[config.mk]
export PLATFORM = sky130hd
export DESIGN_NAME = conv_buf_seq
export DESIGN_NICKNAME = d
export VERILOG_FILES = /design/src/rtl/conv_buf_pkg.sv /design/src/rtl/conv_buf_seq_win_idx_gen.sv /design/src/rtl/conv_buf_seq.sv
export SDC_FILE = /design/constraint.sdc
export NUM_CORES = 1
export LEC_CHECK = 0
export CAP_MARGIN = 25
export CORE_MARGIN = 2
export CORE_UTILIZATION = 55
export DETAILED_ROUTE_END_ITERATION = 8
export PLACE_DENSITY = 0.85
export SETUP_SLACK_MARGIN = 0.1
export SLEW_MARGIN = 20
export SYNTH_ARGS = -nofsm -noshare
export SYNTH_HDL_FRONTEND = slang
export SYNTH_SLANG_ARGS = --single-unit
[constraint.sdc]
create_clock -name clk -period 2.24 [get_ports clk]
set_input_delay 0.448 -clock clk [delete_from_list [all_inputs] [get_ports clk]]
set_output_delay 0.448 -clock clk [all_outputs]
set_load 0.01 [all_outputs]
[src/rtl/conv_buf_pkg.sv]
// Shared types and geometry for the CNN line-buffer sequencer.
// Used by conv_buf_seq and win_idx_gen.
package conv_buf_pkg;

    localparam int BUF_ROWS   = 4;
    localparam int BUF_COLS   = 16;
    localparam int WORD_BYTES = 4;
    localparam int WIN        = 4;
    localparam int MAX_IDX    = BUF_COLS - WIN;

    typedef enum logic [2:0] {
        IDLE,
        LOAD,
        SHIFT,
        READ,
        DRAIN
    } state_e;

    // Word w lands in columns 4w..4w+3; bit (15-c) selects column c.
    function automatic logic [BUF_COLS-1:0] col_en(input logic [1:0] word);
        logic [BUF_COLS-1:0] msb;
        msb = {1'b1, {(BUF_COLS-1){1'b0}}};
        return msb >> (WORD_BYTES * int'(word));
    endfunction

endpackage

[src/rtl/conv_buf_seq_win_idx_gen.sv]
// Window column index counter: steps by STRIDE up to MAX_IDX,
// holds while the consumer stalls, wraps to 0 after the last index.
module win_idx_gen
    import conv_buf_pkg::*;
#(
    parameter int STRIDE = 1
) (
    input  logic       clk,
    input  logic       rst_n,
    input  logic       clr_i,
    input  logic       en_i,
    input  logic       hold_i,
    output logic       issue_o,
    output logic [3:0] idx_o,
    output logic       last_o
);

    logic [3:0] idx_q, idx_d;

    assign issue_o = en_i && !hold_i;
    assign last_o  = (idx_q == 4'(MAX_IDX));
    assign idx_o   = idx_q;

    always_comb begin
        idx_d = idx_q;
        if (clr_i) begin
            idx_d = '0;
        end else if (issue_o) begin
            idx_d = last_o ? 4'd0 : idx_q + 4'(STRIDE);
        end
    end

    always_ff @(posedge clk or negedge rst_n) begin
        if (!rst_n) begin
            idx_q <= '0;
        end else begin
            idx_q <= idx_d;
        end
    end

endmodule

[src/rtl/conv_buf_seq.sv]
// Line-buffer sequencer: fills 4-row bands, sweeps 4x4 windows, rolls rows.
// Optional stall counters under `define CONV_BUF_SEQ_PERF_EN.
module conv_buf_seq
    import conv_buf_pkg::*;
#(
    parameter int IMG_ROWS = 16,
    parameter int STRIDE   = 1
) (
    input  logic        clk,
    input  logic        rst_n,
    input  logic        start,
    input  logic        in_valid,
    output logic        in_ready,
    output logic        buf_shift,
    output logic [15:0] buf_en,
    output logic [3:0]  buf_read_idx,
    output logic        win_valid,
    input  logic        out_ready,
    output logic        win_last_col,
    output logic        win_last_row,
    output logic        busy
`ifdef CONV_BUF_SEQ_PERF_EN
    ,
    output logic [15:0] stall_in_cnt,
    output logic [15:0] stall_out_cnt
`endif
);

    state_e     state_q, state_d;
    logic [1:0] word_q, word_d;
    logic [7:0] rows_q, rows_d;
    logic       vld_q, vld_d;
    logic       lcol_q, lcol_d;
    logic       lrow_q, lrow_d;
    logic [3:0] shown_q, shown_d;

    logic       go, xfer, word_done, stall, fin;
    logic       issue, idx_last;
    logic [3:0] idx;

    assign go        = (state_q == IDLE) && start;
    assign xfer      = in_valid && in_ready;
    assign word_done = xfer && (word_q == 2'd3);
    assign stall     = vld_q && !out_ready;
    assign fin       = vld_q && out_ready && lcol_q;

    win_idx_gen #(
        .STRIDE (STRIDE)
    ) u_idx (
        .clk     (clk),
        .rst_n   (rst_n),
        .clr_i   (go),
        .en_i    (state_q == READ),
        .hold_i  (stall),
        .issue_o (issue),
        .idx_o   (idx),
        .last_o  (idx_last)
    );

    always_ff @(posedge clk or negedge rst_n) begin
        if (!rst_n) begin
            state_q <= IDLE;
        end else begin
            state_q <= state_d;
        end
    end

    always_comb begin
        state_d = state_q;
        unique case (state_q)
            IDLE:  if (start) state_d = LOAD;
            LOAD: begin
                if (word_done) begin
                    state_d = (rows_q < 8'(BUF_ROWS - 1)) ? SHIFT : READ;
                end
            end
            SHIFT: state_d = LOAD;
            READ:  if (issue && idx_last) state_d = DRAIN;
            DRAIN: if (fin) state_d = lrow_q ? IDLE : SHIFT;
            default: state_d = IDLE;
        endcase
    end

    always_comb begin
        in_ready  = 1'b0;
        buf_shift = 1'b0;
        buf_en    = '0;
        busy      = (state_q != IDLE);
        unique case (state_q)
            LOAD: begin
                in_ready = 1'b1;
                if (in_valid) buf_en = col_en(word_q);
            end
            SHIFT:   buf_shift = 1'b1;
            default: ;
        endcase
    end

    // A stalled window keeps its index so the buffer re-outputs it.
    always_comb begin
        word_d  = word_q;
        rows_d  = rows_q;
        vld_d   = vld_q;
        lcol_d  = lcol_q;
        lrow_d  = lrow_q;
        shown_d = shown_q;
        if (go) begin
            word_d = '0;
            rows_d = '0;
        end else if (xfer) begin
            word_d = word_q + 2'd1;
            if (word_done) rows_d = rows_q + 8'd1;
        end
        if (issue) begin
            vld_d   = 1'b1;
            shown_d = idx;
            lcol_d  = idx_last;
            lrow_d  = (rows_q == 8'(IMG_ROWS));
        end else if (!stall) begin
            vld_d  = 1'b0;
            lcol_d = 1'b0;
            lrow_d = 1'b0;
        end
    end

    always_ff @(posedge clk or negedge rst_n) begin
        if (!rst_n) begin
            word_q  <= '0;
            rows_q  <= '0;
            vld_q   <= 1'b0;
            lcol_q  <= 1'b0;
            lrow_q  <= 1'b0;
            shown_q <= '0;
        end else begin
            word_q  <= word_d;
            rows_q  <= rows_d;
            vld_q   <= vld_d;
            lcol_q  <= lcol_d;
            lrow_q  <= lrow_d;
            shown_q <= shown_d;
        end
    end

    assign buf_read_idx = stall ? shown_q : idx;
    assign win_valid    = vld_q;
    assign win_last_col = lcol_q;
    assign win_last_row = lrow_q;

`ifdef CONV_BUF_SEQ_PERF_EN
    logic [15:0] sin_q, sin_d;
    logic [15:0] sout_q, sout_d;

    always_comb begin
        sin_d  = sin_q;
        sout_d = sout_q;
        if (go) begin
            sin_d  = '0;
            sout_d = '0;
        end else begin
            if (state_q == LOAD && !in_valid && sin_q != 16'hFFFF) begin
                sin_d = sin_q + 16'd1;
            end
            if (stall && sout_q != 16'hFFFF) begin
                sout_d = sout_q + 16'd1;
            end
        end
    end

    always_ff @(posedge clk or negedge rst_n) begin
        if (!rst_n) begin
            sin_q  <= '0;
            sout_q <= '0;
        end else begin
            sin_q  <= sin_d;
            sout_q <= sout_d;
        end
    end

    assign stall_in_cnt  = sin_q;
    assign stall_out_cnt = sout_q;
`endif

endmodule

==> impl_metrics.json, run 1 <==
{
  "run_status": "complete, no violations",
  "initial_antenna_violation_count": 0,
  "critical_path.cell_chain": "buf_4 -> nor2_2 -> nand2_1 -> clkdlybuf4s50_1",
  "routed_via_density": 5.720,
  "holdWs_ns": 0.4743,
  "setup_violations": 0,
  "placer_s_final_routability_congestion_estimate": 0.8043,
  "drtAntennaViolNets": 0,
  "final_critical_path_setup_slack_ns": 0.1553,
  "pin_count_of_the_biggest_net_entering_global_routing": 25,
  "ctsHoldBuffers": 0,
  "cp-start-kind": "flip-flop",
  "fp.dieArea_um2": 3196,
  "p_per_area_nw_per_um2": 956.4,
  "port_buffers": 18,
  "hold_violations": 0,
  "synth.cell_area_um2": 1518,
  "ir_drop_mv": 0.6759,
  "synthCells": 165,
  "synth-seq-cells": 24,
  "leakage_power_of_the_design_nw": 0.8347,
  "latest_clock_arrival_within_the_worst_skew_pair_ns": 0.33,
  "detailed_place_hpwl_um": 2413,
  "synth_largest_type_area_fraction": 0.3957,
  "clock_tree.buffer_depth": 2,
  "asyncSetResetFlopFracSynth": 1.000,
  "tritoncts": "yes",
  "cts_buffers": 3,
  "initial_utilization": 0.5650,
  "drv_cap": 0,
  "crit_path_top_delay_cell": "sky130_fd_sc_hd__clkdlybuf4s50_1",
  "finalWirelength_um": 3344,
  "synthesis.yosys.warnings": 0,
  "num_antenna_cells": 0,
  "worst_setup_path_end_kind": "output port",
  "num_rows": 19,
  "crit_path_max_fanout": 7,
  "worstPathArrival_ns": 1.64,
  "nets": 208,
  "min_tclk_post_route_ns": 2.085,
  "dominant_cell_type_by_area_after_synthesis": "sky130_fd_sc_hd__dfrtp_1",
  "cts_num_sinks": 24,
  "post-route-period-util": 0.9307,
  "via_count_of_the_first_global_routing_pass": 1275,
  "path_class": "flip-flop to output port",
  "rsz_0062_raised_after_global_routing": "yes",
  "route.detailed.wl_per_inst_um": 14.86,
  "synth_most_common_cell": "sky130_fd_sc_hd__dfrtp_1",
  "seq_area_frac_synth": 0.3957,
  "die_w_um": 56.53,
  "worst-endpoint-required_ns": 1.79,
  "clk_transition_reported_paths_ns": 0.14,
  "number_of_synthesized_flops_with_an_enable_pin": 0,
  "synth.avg_cell_area_um2": 9.198,
  "grt_use_total": 0.2280,
  "firstDrtPassIters": 4,
  "skew_ns": 0.007809,
  "cts-root-buf": "sky130_fd_sc_hd__clkbuf_4",
  "drive_gt1_frac": 0.1443,
  "cpPeakStageDelay_ns": 0.48,
  "core_area_um2": 2686,
  "detailroute.via_count": 1287,
  "fmaxAchievable_ghz": 0.4797,
  "hp-class": "input pin to asynchronous set/reset pin",
  "num_io_pins": 31,
  "synth.top_cells.by_area": "sky130_fd_sc_hd__dfrtp_1 (40%), sky130_fd_sc_hd__ha_1 (6.6%), sky130_fd_sc_hd__buf_4 (6.4%)",
  "timing_max_transition_violations_final": 0,
  "htree_num_levels": 1,
  "global_route_wire_length_before_repair_um": 5658,
  "drt_iter0_drc": 35,
  "synth_commonest_cells": "sky130_fd_sc_hd__dfrtp_1 (24), sky130_fd_sc_hd__nand2_1 (18), sky130_fd_sc_hd__buf_4 (13)",
  "detailedPlace.worstSlack_ns": -0.07539,
  "finalPower_mw": 1.720,
  "total_congestion_overflow": 0,
  "die_height_um": 56.53,
  "drc_errors_left": 0,
  "dominantRegCellSynth": "sky130_fd_sc_hd__dfrtp_1",
  "ys_types": 42,
  "area.growth.synth_to_final_pct": 18.47
}
## state kept, by name, summed over array words and instances (netlist names)
| register | cells |
|---|---|
| u_idx.idx_o | 4 |
| rows_q | 8 |
| win_last_col | 1 |
| word_q | 2 |
| state_q | 3 |
| win_last_row | 1 |
| shown_q | 4 |
| win_valid | 1 |
## kinds of logic (layout without fill, tap and decap cells)
family | count (synthesis) | after routing | synth area share
AND/OR/NAND/NOR | 62 | 62 | 0.2415
AO/OA/AOI/OAI | 34 | 34 | 0.1352
buffers and inverters | 28 | 46 | 0.1039
flip-flops | 24 | 24 | 0.3957
adder cells (fa/ha/maj) | 8 | 8 | 0.06595
multiplexers | 7 | 7 | 0.04946
other | 1 | 12 | 0.002471
XOR/XNOR | 1 | 1 | 0.005772
## report_power, final
group	total (mW)	internal, mW	switching (mW)
clock	0.238	0.0996	0.139
sequential	0.648	0.536	0.112
combinational	0.833	0.391	0.442
total	1.72	1.03	0.693
## worst paths after layout
path | depth (start not counted) | to | slack, ns | startpoint
max | 4 | busy | 0.16 | state_q[0]$_DFFE_PN0P_
min | 2 | word_q[1]$_DFFE_PN0P_ | 0.47 | rst_n
max reg2reg | 4 | rows_q[3]$_DFFE_PN0P_ | 0.58 | state_q[2]$_DFFE_PN0P_
min reg2reg | 1 | shown_q[3]$_DFFE_PN0P_ | 0.52 | shown_q[3]$_DFFE_PN0P_
max in group asynchronous | 2 | state_q[0]$_DFFE_PN0P_ | 1.50 | rst_n
min in group clk | 1 | shown_q[3]$_DFFE_PN0P_ | 0.52 | shown_q[3]$_DFFE_PN0P_
## layout by cell type (no fill, tap or decap), types with 2 or more instances in the layout
| cell type | netlist | final |
|---|---|---|
| sky130_fd_sc_hd__dfrtp_1 | 24 | 22 |
| sky130_fd_sc_hd__clkbuf_4 | 0 | 3 |
| sky130_fd_sc_hd__mux2_1 | 2 | 2 |
| sky130_fd_sc_hd__and2_1 | 3 | 3 |
| sky130_fd_sc_hd__or3_1 | 2 | 2 |
| sky130_fd_sc_hd__nand2_1 | 18 | 18 |
| sky130_fd_sc_hd__conb_1 | 1 | 12 |
| sky130_fd_sc_hd__or4_1 | 5 | 5 |
| sky130_fd_sc_hd__inv_1 | 10 | 10 |
| sky130_fd_sc_hd__a21oi_1 | 11 | 11 |
| sky130_fd_sc_hd__ha_1 | 8 | 8 |
| sky130_fd_sc_hd__mux2i_1 | 3 | 3 |
| sky130_fd_sc_hd__dfrtp_2 | 0 | 2 |
| sky130_fd_sc_hd__o21ai_0 | 11 | 11 |
| sky130_fd_sc_hd__nand4_1 | 2 | 2 |
| sky130_fd_sc_hd__nand4b_1 | 2 | 2 |
| sky130_fd_sc_hd__nor2_1 | 3 | 2 |
| sky130_fd_sc_hd__clkdlybuf4s50_1 | 0 | 8 |
| sky130_fd_sc_hd__nor4_1 | 3 | 3 |
| sky130_fd_sc_hd__mux2_2 | 2 | 2 |
| sky130_fd_sc_hd__buf_4 | 13 | 14 |
| sky130_fd_sc_hd__nand2b_1 | 3 | 3 |
| sky130_fd_sc_hd__dlygate4sd2_1 | 0 | 9 |
| sky130_fd_sc_hd__nor2b_1 | 3 | 2 |
| sky130_fd_sc_hd__nor3b_1 | 2 | 2 |
| sky130_fd_sc_hd__nand3_1 | 7 | 7 |
| sky130_fd_sc_hd__o31ai_1 | 5 | 5 |
## stage by stage
step	instances	area, µm²	utilization	TNS [ns]
after floorplan	176	1559	-	0
after global placement	217	1733	0.6451	-0.1203
after detailed placement	217	1733	0.6451	-0.3951
after CTS	225	1790	0.6665	0
after global routing	225	1798	0.6693	0
final	225	1798	0.6693	0
## metal layers
metal,track usage,up-vias,wire length (µm)
met2,0.3920,29,1788
met5,0,-,0
li1,-,625,-
met4,0.1190,0,76
met1,0.2684,627,1358
met3,0.04147,6,121
## timing repair
item	in CTS	in global routing
endpoints found under the setup margin	11	2
cloned	0	0
buffers inserted	4	0
resized for setup	11	3
## critical path: cells and delay by family (launching register included)
family	cells	cell delay, ns
buf+inv	2	0.65
simple gates	2	0.22
flops	1	0.45
## cell type report
cell class / instances / area [µm²]
inverters: 10 / 37.54
well taps: 31 / 38.79
flip-flops and latches: 24 / 603.1
clock buffers: 4 / 36.28
repair buffers: 32 / 276.5
fillers: 229 / 888.4
multi-input cells: 124 / 805.8
Power figures use the tool's default switching activity.
==> run 2: changes to the inputs <==
Settings changed: CORE_ASPECT_RATIO set to 1.25, SKIP_LAST_GASP set to 1.
==> run 2 against run 1 <==
Against the previous run:
- clock power is 18% lower
- combinational power is 3.6% higher
- count of clock-buffer cells in the layout is 1 lower
- critical path type unchanged
- largest power group unchanged
- highest routed layer unchanged
==> impl_metrics.json, run 2 (same netlist as run 1, synthesis figures left out) <==
{
  "run_status": "complete, no violations",
  "largest_reg_flops": 8,
  "num_io_pins": 31,
  "worst_setup_path_end_kind": "output port",
  "hold_violations": 0,
  "crit_path_max_fanout": 6,
  "placed_cells": 222,
  "multi_input_comb_area_um2": 805.8,
  "pin_count_of_the_biggest_net_entering_global_routing": 25,
  "drv_cap": 0,
  "skew_ns": 0.008324,
  "detailed_place_hpwl_um": 2551,
  "p_sw_frac": 0.4135,
  "die_w_um": 50.99,
  "htree_num_levels": 1,
  "latest_clock_arrival_within_the_worst_skew_pair_ns": 0.32,
  "p_switching_uw": 708.2,
  "fin_setup_tns_ns": 0,
  "cpPeakStageDelay_ns": 0.46,
  "initial_utilization": 0.5719,
  "finalWirelength_um": 3522,
  "final_cell_count_no_fill": 229,
  "min_tclk_post_route_ns": 2.093,
  "clk_transition_reported_paths_ns": 0.13,
  "global_route_wire_length_before_repair_um": 5927,
  "area.growth.synth_to_final_pct": 19.13,
  "post_place_instance_area_um2": 1752,
  "setup_violations": 0,
  "total_congestion_overflow": 0,
  "die_height_um": 62.73,
  "initial_antenna_violation_count": 0,
  "most-common-layout-cells": "sky130_fd_sc_hd__dfrtp_1 (22), sky130_fd_sc_hd__nand2_1 (18), sky130_fd_sc_hd__buf_4 (16), sky130_fd_sc_hd__conb_1 (12), sky130_fd_sc_hd__a21oi_1 (11)",
  "ir_drop_mv": 0.6184,
  "cts_buffers": 3,
  "drc_errors_left": 0,
  "category_of_cells_accounting_for_the_largest_share_of_critical_path_delay": "flip-flops",
  "design_area_um2": 1808,
  "finalPower_mw": 1.713,
  "grt_use_total": 0.2381,
  "fillCellCount": 202,
  "crit_buf_inv": 2,
  "leading_cell_type_in_the_layout_fill_and_taps_excluded": "sky130_fd_sc_hd__dfrtp_1",
  "fmaxAchievable_ghz": 0.4778,
  "cts-root-buf": "sky130_fd_sc_hd__clkbuf_4",
  "leakage_power_of_the_design_nw": 0.8491,
  "critical_path.cell_chain": "buf_4 -> and4bb_2 -> and2_1 -> dlygate4sd2_1",
  "register_area_um2": 603.1,
  "proportion_of_power_drawn_by_combinational_gates": 0.504,
  "drtAntennaViolNets": 0,
  "largest_register": "rows_q",
  "drive_gt1_frac": 0.1487,
  "cts_num_sinks": 24,
  "cp-start-kind": "flip-flop",
  "fp.dieArea_um2": 3198,
  "worst-endpoint-required_ns": 1.79,
  "timing_max_transition_violations_final": 0,
  "detailroute.via_count": 1312,
  "routed_via_density": 5.729,
  "num_antenna_cells": 0,
  "placer_s_final_routability_congestion_estimate": 0.8705,
  "crit_path_top_delay_cell": "sky130_fd_sc_hd__dfrtp_2",
  "nets": 210,
  "tritoncts": "yes",
  "path_class": "flip-flop to output port",
  "clock_tree.buffer_depth": 2,
  "internal_power_mw": 1.004,
  "share_seq_of_total_power": 0.382,
  "core_area_um2": 2654,
  "worstPathArrival_ns": 1.64,
  "drt_iter0_drc": 38,
  "holdWs_ns": 0.4744,
  "p_per_area_nw_per_um2": 947.3,
  "route.detailed.wl_per_inst_um": 15.38,
  "hp-class": "input pin to asynchronous set/reset pin",
  "rsz_0062_raised_after_global_routing": "no",
  "post-route-period-util": 0.9344,
  "firstDrtPassIters": 4,
  "clock_power_share": 0.114,
  "port_buffers": 18,
  "via_count_of_the_first_global_routing_pass": 1331,
  "num_rows": 21
}
-- run 2: stage by stage --
step	util	setup WS, ns
floorplan	-	0.6943
finish	0.6813	0.1471
global route	0.6813	0.1044
CTS	0.6742	0.1006
global placement	0.6601	-0.04299
detailed placement	0.6601	-0.1057
-- run 2: worst paths after layout --
| path | from | endpoint | slack, ns | cells after the start |
|---|---|---|---|---|
| setup reg to reg | state_q[2]$_DFFE_PN0P_ | rows_q[3]$_DFFE_PN0P_ | 0.46 | 5 |
| max in group asynchronous | rst_n | state_q[2]$_DFFE_PN0P_ | 1.51 | 2 |
| min in group clk | shown_q[3]$_DFFE_PN0P_ | shown_q[3]$_DFFE_PN0P_ | 0.53 | 1 |
| setup / recovery | state_q[0]$_DFFE_PN0P_ | buf_en[11] | 0.15 | 4 |
| hold reg to reg | shown_q[3]$_DFFE_PN0P_ | shown_q[3]$_DFFE_PN0P_ | 0.53 | 1 |
| hold / removal | rst_n | word_q[1]$_DFFE_PN0P_ | 0.47 | 2 |
-- run 2: power by group through the flow --
| stage | combinational, mW | sequential, mW | clock (mW) |
|---|---|---|---|
| 3_3_place_gp | 0.805 | 0.655 | 0 |
| 3_5_place_dp | 0.854 | 0.667 | 0 |
| 2_1_floorplan | 0.532 | 0.630 | 0 |
| 5_1_grt | 0.951 | 0.665 | 0.211 |
| 4_1_cts | 0.845 | 0.650 | 0.197 |
| 6_report | 0.863 | 0.655 | 0.195 |
-- run 2: what timing repair did --
item / 4_1_cts / 5_1_grt
hold buffers: 0 / 0
endpoints found under the hold margin: 0 / 0
setup buffers: 3 / 1
gates resized for setup: 10 / 6
setup endpoints to repair: 10 / 4
-- run 2: layer usage --
layer  wire length (µm)  GRT usage  share of wire  up-vias
met3                 84    0.03589          0.024        8
li1                   -          -              -      628
met5                  0          0              0        -
met4                 46    0.08784          0.013        0
met2               1988     0.4432           0.56       27
met1               1402     0.2625           0.40      649
-- run 2: cell type report --
cell class | instances | share of cell area
clock buffer | 3 | 0.01246
inverter | 10 | 0.02076
timing repair buffer | 34 | 0.1640
multi-input combinational | 124 | 0.4457
tap | 34 | 0.02353
sequential | 24 | 0.3336
==> run 3: changes to the inputs <==
Settings changed: SLEW_MARGIN 20 to not set.
==> results of run 3 <==
The final DEF is identical to that of run 2; final timing and power are the same.
